===== config.mk =====
export PLATFORM = sky130hd
export DESIGN_NAME = seg7_handle
export DESIGN_NICKNAME = d
export VERILOG_FILES = /design/src/rtl/seg7_handle.sv
export SDC_FILE = /design/constraint.sdc
export NUM_CORES = 1
export LEC_CHECK = 0
export ABC_AREA = 1
export CELL_PAD_IN_SITES_DETAIL_PLACEMENT = 1
export CELL_PAD_IN_SITES_GLOBAL_PLACEMENT = 2
export CORE_MARGIN = 3
export CORE_UTILIZATION = 31
export DETAILED_ROUTE_END_ITERATION = 6
export PLACE_DENSITY_LB_ADDON = 0.08
export SYNTH_ARGS = -nofsm -noshare
export SYNTH_HDL_FRONTEND = slang
export SYNTH_SLANG_ARGS = --single-unit

===== constraint.sdc =====
create_clock -name clock -period 9.65 [get_ports clock]
set_input_delay 2.4125 -clock clock [delete_from_list [all_inputs] [get_ports clock]]
set_output_delay 2.4125 -clock clock [all_outputs]
set_load 0.02 [all_outputs]

===== src/rtl/seg7_handle.sv =====
// Four-digit multiplexed 7-segment driver: clamps a 14-bit value to 9999,
// converts it to BCD and scans the digits with a free-running refresh counter.
module seg7_handle #(
  parameter int unsigned REFRESH_BITS = 16
) (
  input  logic        clock,
  input  logic        reset,
  input  logic [13:0] num,
  output logic [6:0]  controls,
  output logic [3:0]  seg_ctrl,
  output logic [3:0]  out_seg
);

  localparam int unsigned NUM_W   = 14;
  localparam int unsigned BCD_W   = 16;
  localparam int unsigned SHIFT_W = NUM_W + BCD_W;
  localparam logic [NUM_W-1:0] NUM_MAX = NUM_W'(9999);

  logic [NUM_W-1:0]        num_q;
  logic [REFRESH_BITS-1:0] refresh_cnt;
  logic [1:0]              idx;
  logic [BCD_W-1:0]        bcd;
  logic [SHIFT_W-1:0]      dd;

  // Input capture with clamp so the BCD conversion never exceeds four digits
  always_ff @(posedge clock or negedge reset) begin
    if (!reset) begin
      num_q <= '0;
    end else begin
      num_q <= (num > NUM_MAX) ? NUM_MAX : num;
    end
  end

  // Refresh counter; the digit index steps on each wrap
  always_ff @(posedge clock or negedge reset) begin
    if (!reset) begin
      refresh_cnt <= '0;
      idx         <= '0;
    end else begin
      refresh_cnt <= refresh_cnt + REFRESH_BITS'(1);
      if (refresh_cnt == '1) begin
        idx <= idx + 2'd1;
      end
    end
  end

  // Double dabble: adjust each BCD nibble >= 5 by +3, then shift in one binary bit
  always_comb begin
    dd = {BCD_W'(0), num_q};
    for (int i = 0; i < int'(NUM_W); i++) begin
      for (int d = 0; d < 4; d++) begin
        if (dd[NUM_W + 4*d +: 4] >= 4'd5) begin
          dd[NUM_W + 4*d +: 4] = dd[NUM_W + 4*d +: 4] + 4'd3;
        end
      end
      dd = {dd[SHIFT_W-2:0], 1'b0};
    end
    bcd = dd[SHIFT_W-1:NUM_W];
  end

  // Digit select and anode drive
  always_comb begin
    out_seg  = bcd[3:0];
    seg_ctrl = ~(4'b0001 << idx);
    case (idx)
      2'd0: out_seg = bcd[3:0];
      2'd1: out_seg = bcd[7:4];
      2'd2: out_seg = bcd[11:8];
      2'd3: out_seg = bcd[15:12];
      default: out_seg = bcd[3:0];
    endcase
  end

  // Active-low segment decode {g,f,e,d,c,b,a}; non-decimal codes blank
  always_comb begin
    controls = 7'b1111111;
    case (out_seg)
      4'd0: controls = 7'b1000000;
      4'd1: controls = 7'b1111001;
      4'd2: controls = 7'b0100100;
      4'd3: controls = 7'b0110000;
      4'd4: controls = 7'b0011001;
      4'd5: controls = 7'b0010010;
      4'd6: controls = 7'b0000010;
      4'd7: controls = 7'b1111000;
      4'd8: controls = 7'b0000000;
      4'd9: controls = 7'b0010000;
      default: controls = 7'b1111111;
    endcase
  end

endmodule


Word level (Yosys, flattened, before mapping)
Memory sizes are Yosys's and may differ from the RTL's.
Index checks and enable logic that the tools add are counted.
W data, S select, Z words.
- register bits after elaboration: 32
- bits in read-only memories: 112
- output and inout port bits: 15
- logic and storage cells: 94
- memories kept: 1
- add/subtract/negate cells: 28
- $lt $le $gt $ge: 27
- equal/unequal tests: 4
- shifts and indexed selects: 1
- multiplexer cells: 28
- bitwise logic cells: 1
- reduce and logical (&&, ||, !) cells: 1
- memory list (name ; words ; width ; rd ports ; clocked after memory_dff ; wr ports ; RTL line ; RTL):
    (name not given) ; 16 ; 7 ; 1 ; 0 ; 0 ; 77 ; case (out_seg)
- operators by type and width (kind ; count):
    $mux W4 ; 24
    $ge A4 B3 Y1 const B ; 22
    $add A4 B2 Y4 const B ; 21
    $add A16 B1 Y16 const B ; 1
    $eq A16 B16 Y1 const B ; 1
    $pmux W4 S4 ; 1
    $gt A14 B14 Y1 const B ; 1
    $mux W14 ; 1
    $add A3 B2 Y4 const B ; 3
    $ge A3 B3 Y1 const B ; 4
    $add A3 B2 Y3 const B ; 2
    $mux W3 ; 2
    $eq A2 B2 Y1 const B ; 2
    $not A4 Y4 ; 1
    $shl A1 B2 Y4 const A ; 1
    $add A2 B1 Y2 const B ; 1
    $eq A2 B1 Y1 const B ; 1
    $logic_not A2 Y1 ; 1

Logic depth before layout (Yosys ltp)
An unclocked memory read counts as a cell.
- word-level depth: 24
- mapped depth: 77
- depth with buffers taken out: 77

Worst setup path before layout
OpenSTA, ideal clock, no wires.
- kind: flip-flop to output port
- from: register num_q[12]
- to: output port controls[5]
- arrival time: 7675 ps
- data required time: 7238 ps
- path slack: -437 ps
- stages on the path, launching flop included: 71
- buffers on the path: 0
- cell sequence: dfrtp_1 -> inv_1 -> ha_1 -> nand2_2 -> nand3_1 -> nand2_2 -> ha_1 -> nand2_1 -> nand3_4 -> nand2_4 -> nand2_1 -> nand2_1 -> ha_1 -> inv_1 -> nor2_1 -> inv_1 -> nand3_4 -> nand2_4 -> [... 35 more ...] -> inv_2 -> nand2_2 -> nand2_1 -> nand2_2 -> ha_1 -> nand3_1 -> nand2_1 -> inv_2 -> nand2_1 -> nand2_1 -> nand3_1 -> nand3_1 -> nand2_4 -> inv_1 -> ha_1 -> nand3b_1 -> nand3_1 -> nand2_1
- word-level cells in the longest chain between the ends: 24
- elaborated cells between the ends (all ways): 80
- RTL lines (what ; RTL line ; RTL):
    start: declaration ; 19 ; logic [NUM_W-1:0] num_q;
    start signal: assignment ; 30 ; num_q <= (num > NUM_MAX) ? NUM_MAX : num;
    $add A3 B2 Y4 / $ge A3 B3 Y1 (equally long branches) ; 53, 52 ;
    $mux W4 * ; 52 ; if (dd[NUM_W + 4*d +: 4] >= 4'd5) begin
    $add A4 B2 Y4 / $ge A4 B3 Y1 (equally long branches) ; 53, 52 ;
    $mux W4 ; 52 ;
    $ge A4 B3 Y1 / $add A4 B2 Y4 (equally long branches) ; 52, 53 ;
    $mux W4 ; 52 ;
    $add A4 B2 Y4 (tied with other cells) ; 53 ; dd[NUM_W + 4*d +: 4] = dd[NUM_W + 4*d +: 4] + 4'd3;
    $mux W4 ; 52 ;
    [... 9 more ...] ; n/a ;
    $mux W4 ; 52 ;
    $add A4 B2 Y4 (tied with other cells) ; 53 ;
    $mux W4 / $mux W3 (equally long branches) ; 52 ;
    $add A4 B2 Y4 (tied with other cells) ; 53 ;
    $mux W4 / $mux W3 (equally long branches) ; 52 ;
    $pmux W4 S4 * ; 65 ; case (idx)
    named net out_seg[1] ; 11 ; output logic [3:0] out_seg
    $mem_v2 Z16 W7 * ; n/a ;
    end: declaration ; 9 ; output logic [6:0] controls,
Mark *: on every way through the listed nets, which the timed path passes. The rest lies on a longest branch.

Worst setup path in the final report
- from: register num_q[12]
- to: output port controls[0]
- word-level cells in the longest chain between the ends: 24
- elaborated cells between the ends (all ways): 80
- RTL lines (what ; RTL line):
    $add A3 B2 Y4 / $ge A3 B3 Y1 (equally long branches) ; 53, 52
    $mux W4 * ; 52
    $add A4 B2 Y4 / $ge A4 B3 Y1 (equally long branches) ; 53, 52
    $mux W4 ; 52
    $ge A4 B3 Y1 / $add A4 B2 Y4 (equally long branches) ; 52, 53
    $mux W4 ; 52
    $add A4 B2 Y4 (tied with other cells) ; 53
    $mux W4 ; 52
    [... 8 more ...] ; n/a
    $add A4 B2 Y4 / $ge A4 B3 Y1 (equally long branches) ; 53, 52
    $mux W4 ; 52
    $add A4 B2 Y4 (tied with other cells) ; 53
    $mux W4 / $mux W3 (equally long branches) ; 52
    $add A4 B2 Y4 (tied with other cells) ; 53
    $mux W4 / $mux W3 (equally long branches) ; 52
    $pmux W4 S4 * ; 65
    $mem_v2 Z16 W7 * ; n/a
Every way passes the cells marked *; elsewhere a longest branch is shown, timed or not.

==> summary.md <==
| Metric | Value |
|---|---|
| Die area | `15900 um^2` |
| Pre-antenna DRT Iters | `4` |
| Largest net degree at the start of global routing | `33` |
| Ys async rst share | `1.00` |
| # IOs | `31` |
| Sequential area share after synthesis | `0.179` |
| Failing checks | `setup timing` |
| Root Driver | `clkbuf_16` |
| Hold Vio Cnt, Final | `0` |
| Initial Util | `0.319` |
| Initial DRC count | `93` |
| Slew Viols, Final | `0` |
| Top_reg_cell synth | `dfrtp_1` |
| Total wire length | `13500 um` |
| RSZ-0062 raised after global routing | `yes` |
| Worst hold slack | `465 ps` |
| Crit path DAT | `7590 ps` |
| Mean Syn Cell Area | `~6.7 um^2` |
| Setup WS post-layout | `-352 ps` |
| Die W | `126 um` |
| Setup crit end kind | `primary output` |
| Yosys cell types | `36` |
| Drt drc | `0` |
| Post-Route Utilization | `0.507` |
| Fillers | `1760` |
| CP max stage delay | `400 ps` |
| Pin slew with the least headroom to its limit | `417 ps` |
| Grt total ovfl | `0` |
| Die Span Y | `126 um` |
| Global-route wire length before repair | `roughly 23000 um` |
| Syn Inst Count | `673` |
| Mapped Nets | `between 700 and 800` |
| Longest Clk Path Bufs | `2` |
| Total Nets Final | `around 940` |
| Latest clock arrival within the worst-skew pair | `280 ps` |
| Tmin final | `~10000 ps` |
| CP max stage cell | `dfrtp_1` |
| Mapped cell area | `4490 um^2` |
| Number of global-route vias before repair | `5316` |
| Vias/cell | `4.58` |
| Core Region | `14000 um^2` |
| EDFF count, synth | `0` |
| Register bit total from synthesis | `32` |
| Clock buffer count from CTS | `5` |
| Area grow syn2layout | `58.6%` |
| Crit path launch type | `flop` |
| Crit Path Category | `flop to primary output` |
| Sink Count | `32` |
| Setup violators final | `10` |
| Relative slew margins | `0.719` |
| Worst-path clk slew | `50 ps` |
| Final Skew | `3.85 ps` |
| Hold Path Class | `flop to flop` |
| Vias | `4900` |
| # rows | `43` |
| Initial antenna violation count | `0` |
| Status | `finished, violations left` |
| Max frequency | `0.100 GHz` |
| Max-Cap Viols | `0` |
| TritonCTS clock tree | `yes` |
| Layout cell share with drive strength beyond 1 | `0.499` |
| CTS H-Tree Depth | `2` |
| GPL Wtd Cong | `0.801` |
| DR WL/cell | `12.6 um` |
| Critical path fanouts, max | `5` |
| Period utilization | `1.04` |
| Total Routing Usage GR | `0.165` |
| Warnings from Yosys | `0` |
| Diodes inserted | `0` |
| PortBufs | `30` |
| Crit path top cell by count | `nand2_2` |
| WP data required | `approximately 7200 ps` |
| Post-DRT Antenna Nets | `0` |
| Hpwl dp | `10500 um` |
-- cell usage after synthesis (9+ instances only) --
| cell | count | area, um^2 |
|---|---|---|
| nand4_1 | 13 | 81.3 |
| ha_1 | 37 | 463 |
| dfrtp_1 | 32 | 801 |
| a21oi_1 | 10 | 50.1 |
| nand2_4 | 23 | 259 |
| nand2_2 | 54 | 338 |
| xor2_1 | 20 | 175 |
| nand3_1 | 84 | 420 |
| o21ai_1 | 9 | 45.0 |
| inv_1 | 107 | 402 |
| nand3_2 | 18 | 180 |
| nor2_1 | 24 | 90.1 |
| nand2_1 | 163 | 612 |
| inv_2 | 14 | 52.6 |
-- per-stage QoR --
step	setup slack, ps	TNS (ps)	instance area (um^2)	cells
2_1_floorplan	5.53	0	4630	673
3_3_place_gp	-410	-2880	6190	1021
3_5_place_dp	-907	-8110	6190	1021
4_1_cts	-326	-2250	6790	1053
5_1_grt	-947	-8630	7120	1069
6_report	-352	-2510	7120	1069
-- cell usage in the layout, fill, tap and decap left out, types with 8 or more instances in the layout --
cell	count
buf_4	176
nand2_1	125
inv_1	96
nand2_2	78
nand3_1	59
nand2_4	37
nand3_2	37
dfrtp_1	32
inv_2	24
nor2_1	20
xor2_1	20
clkdlybuf4s50_1	19
ha_1	18
buf_6	14
nand4_1	13
ha_4	13
nand3_4	10
and2_4	9
o21ai_1	8
-- per-layer routing --
layer / up-vias / global-route usage / wire (um)
met1: 2307 / 0.198 / 5880
met2: 28 / 0.326 / 7340
met5: - / 0 / 0
met3: 9 / 0.0135 / 156
met4: 0 / 0.0240 / 105
li1: 2556 / - / -
-- sequential cells by signal, indices dropped and copies added, names as in the netlist --
name / flops
num_q: 14
refresh_cnt: 16
idx: 2
-- critical path: cells and delay by family (launching register included) --
family / cells / cell delay [ps]
simple gates: 48 / 4150
fa+ha+maj: 11 / 1650
buf+inv: 13 / 1090
flops: 1 / 400
-- kinds of logic after synthesis --
family,share of synthesized area
DFF,0.179
and+or+nand+nor,0.510
xor gates and xnor gates,0.0524
buffers and inverters,0.105
adders and majority gates,0.103
AOI/OAI and AO/OA,0.0508
-- layout make-up --
| class | instances | area (um^2) | share of cell area |
|---|---|---|---|
| repair buffers | 210 | 1670 | 0.235 |
| well taps | 180 | 225 | 0.0317 |
| flip-flops and latches | 32 | 801 | 0.113 |
| multi-input cells | 515 | 3790 | 0.533 |
| clock buffers | 5 | 125 | 0.0176 |
| clock inverters | 3 | 18.8 | 0.00264 |
| inverters | 124 | 477 | 0.0670 |
-- path summary, 6_finish.rpt --
| check | start | endpoint | slack (ps) | cells after the start |
|---|---|---|---|---|
| min reg2reg | refresh_cnt[15]$_DFF_PN0_ | refresh_cnt[15]$_DFF_PN0_ | 460 | 1 |
| min in group asynchronous | reset | refresh_cnt[12]$_DFF_PN0_ | 2530 | 2 |
| min | refresh_cnt[15]$_DFF_PN0_ | refresh_cnt[15]$_DFF_PN0_ | 460 | 1 |
| max | num_q[12]$_DFF_PN0_ | controls[0] | -350 | 72 |
| max in group asynchronous | reset | num_q[6]$_DFF_PN0_ | 6830 | 2 |
| max reg2reg | refresh_cnt[0]$_DFF_PN0_ | idx[0]$_DFFE_PN0N_ | 7210 | 9 |
-- what timing repair did --
item                       in CTS  in global routing
pin swaps                      54                 53
setup buffers                  24                 18
setup endpoints to repair      11                 11
hold buffers                    0                  0
resized for setup             122                 62
Power is left out: the tool's default activity adds up to more than one toggle a clock period on the data nets, which glitch-free logic cannot reach.
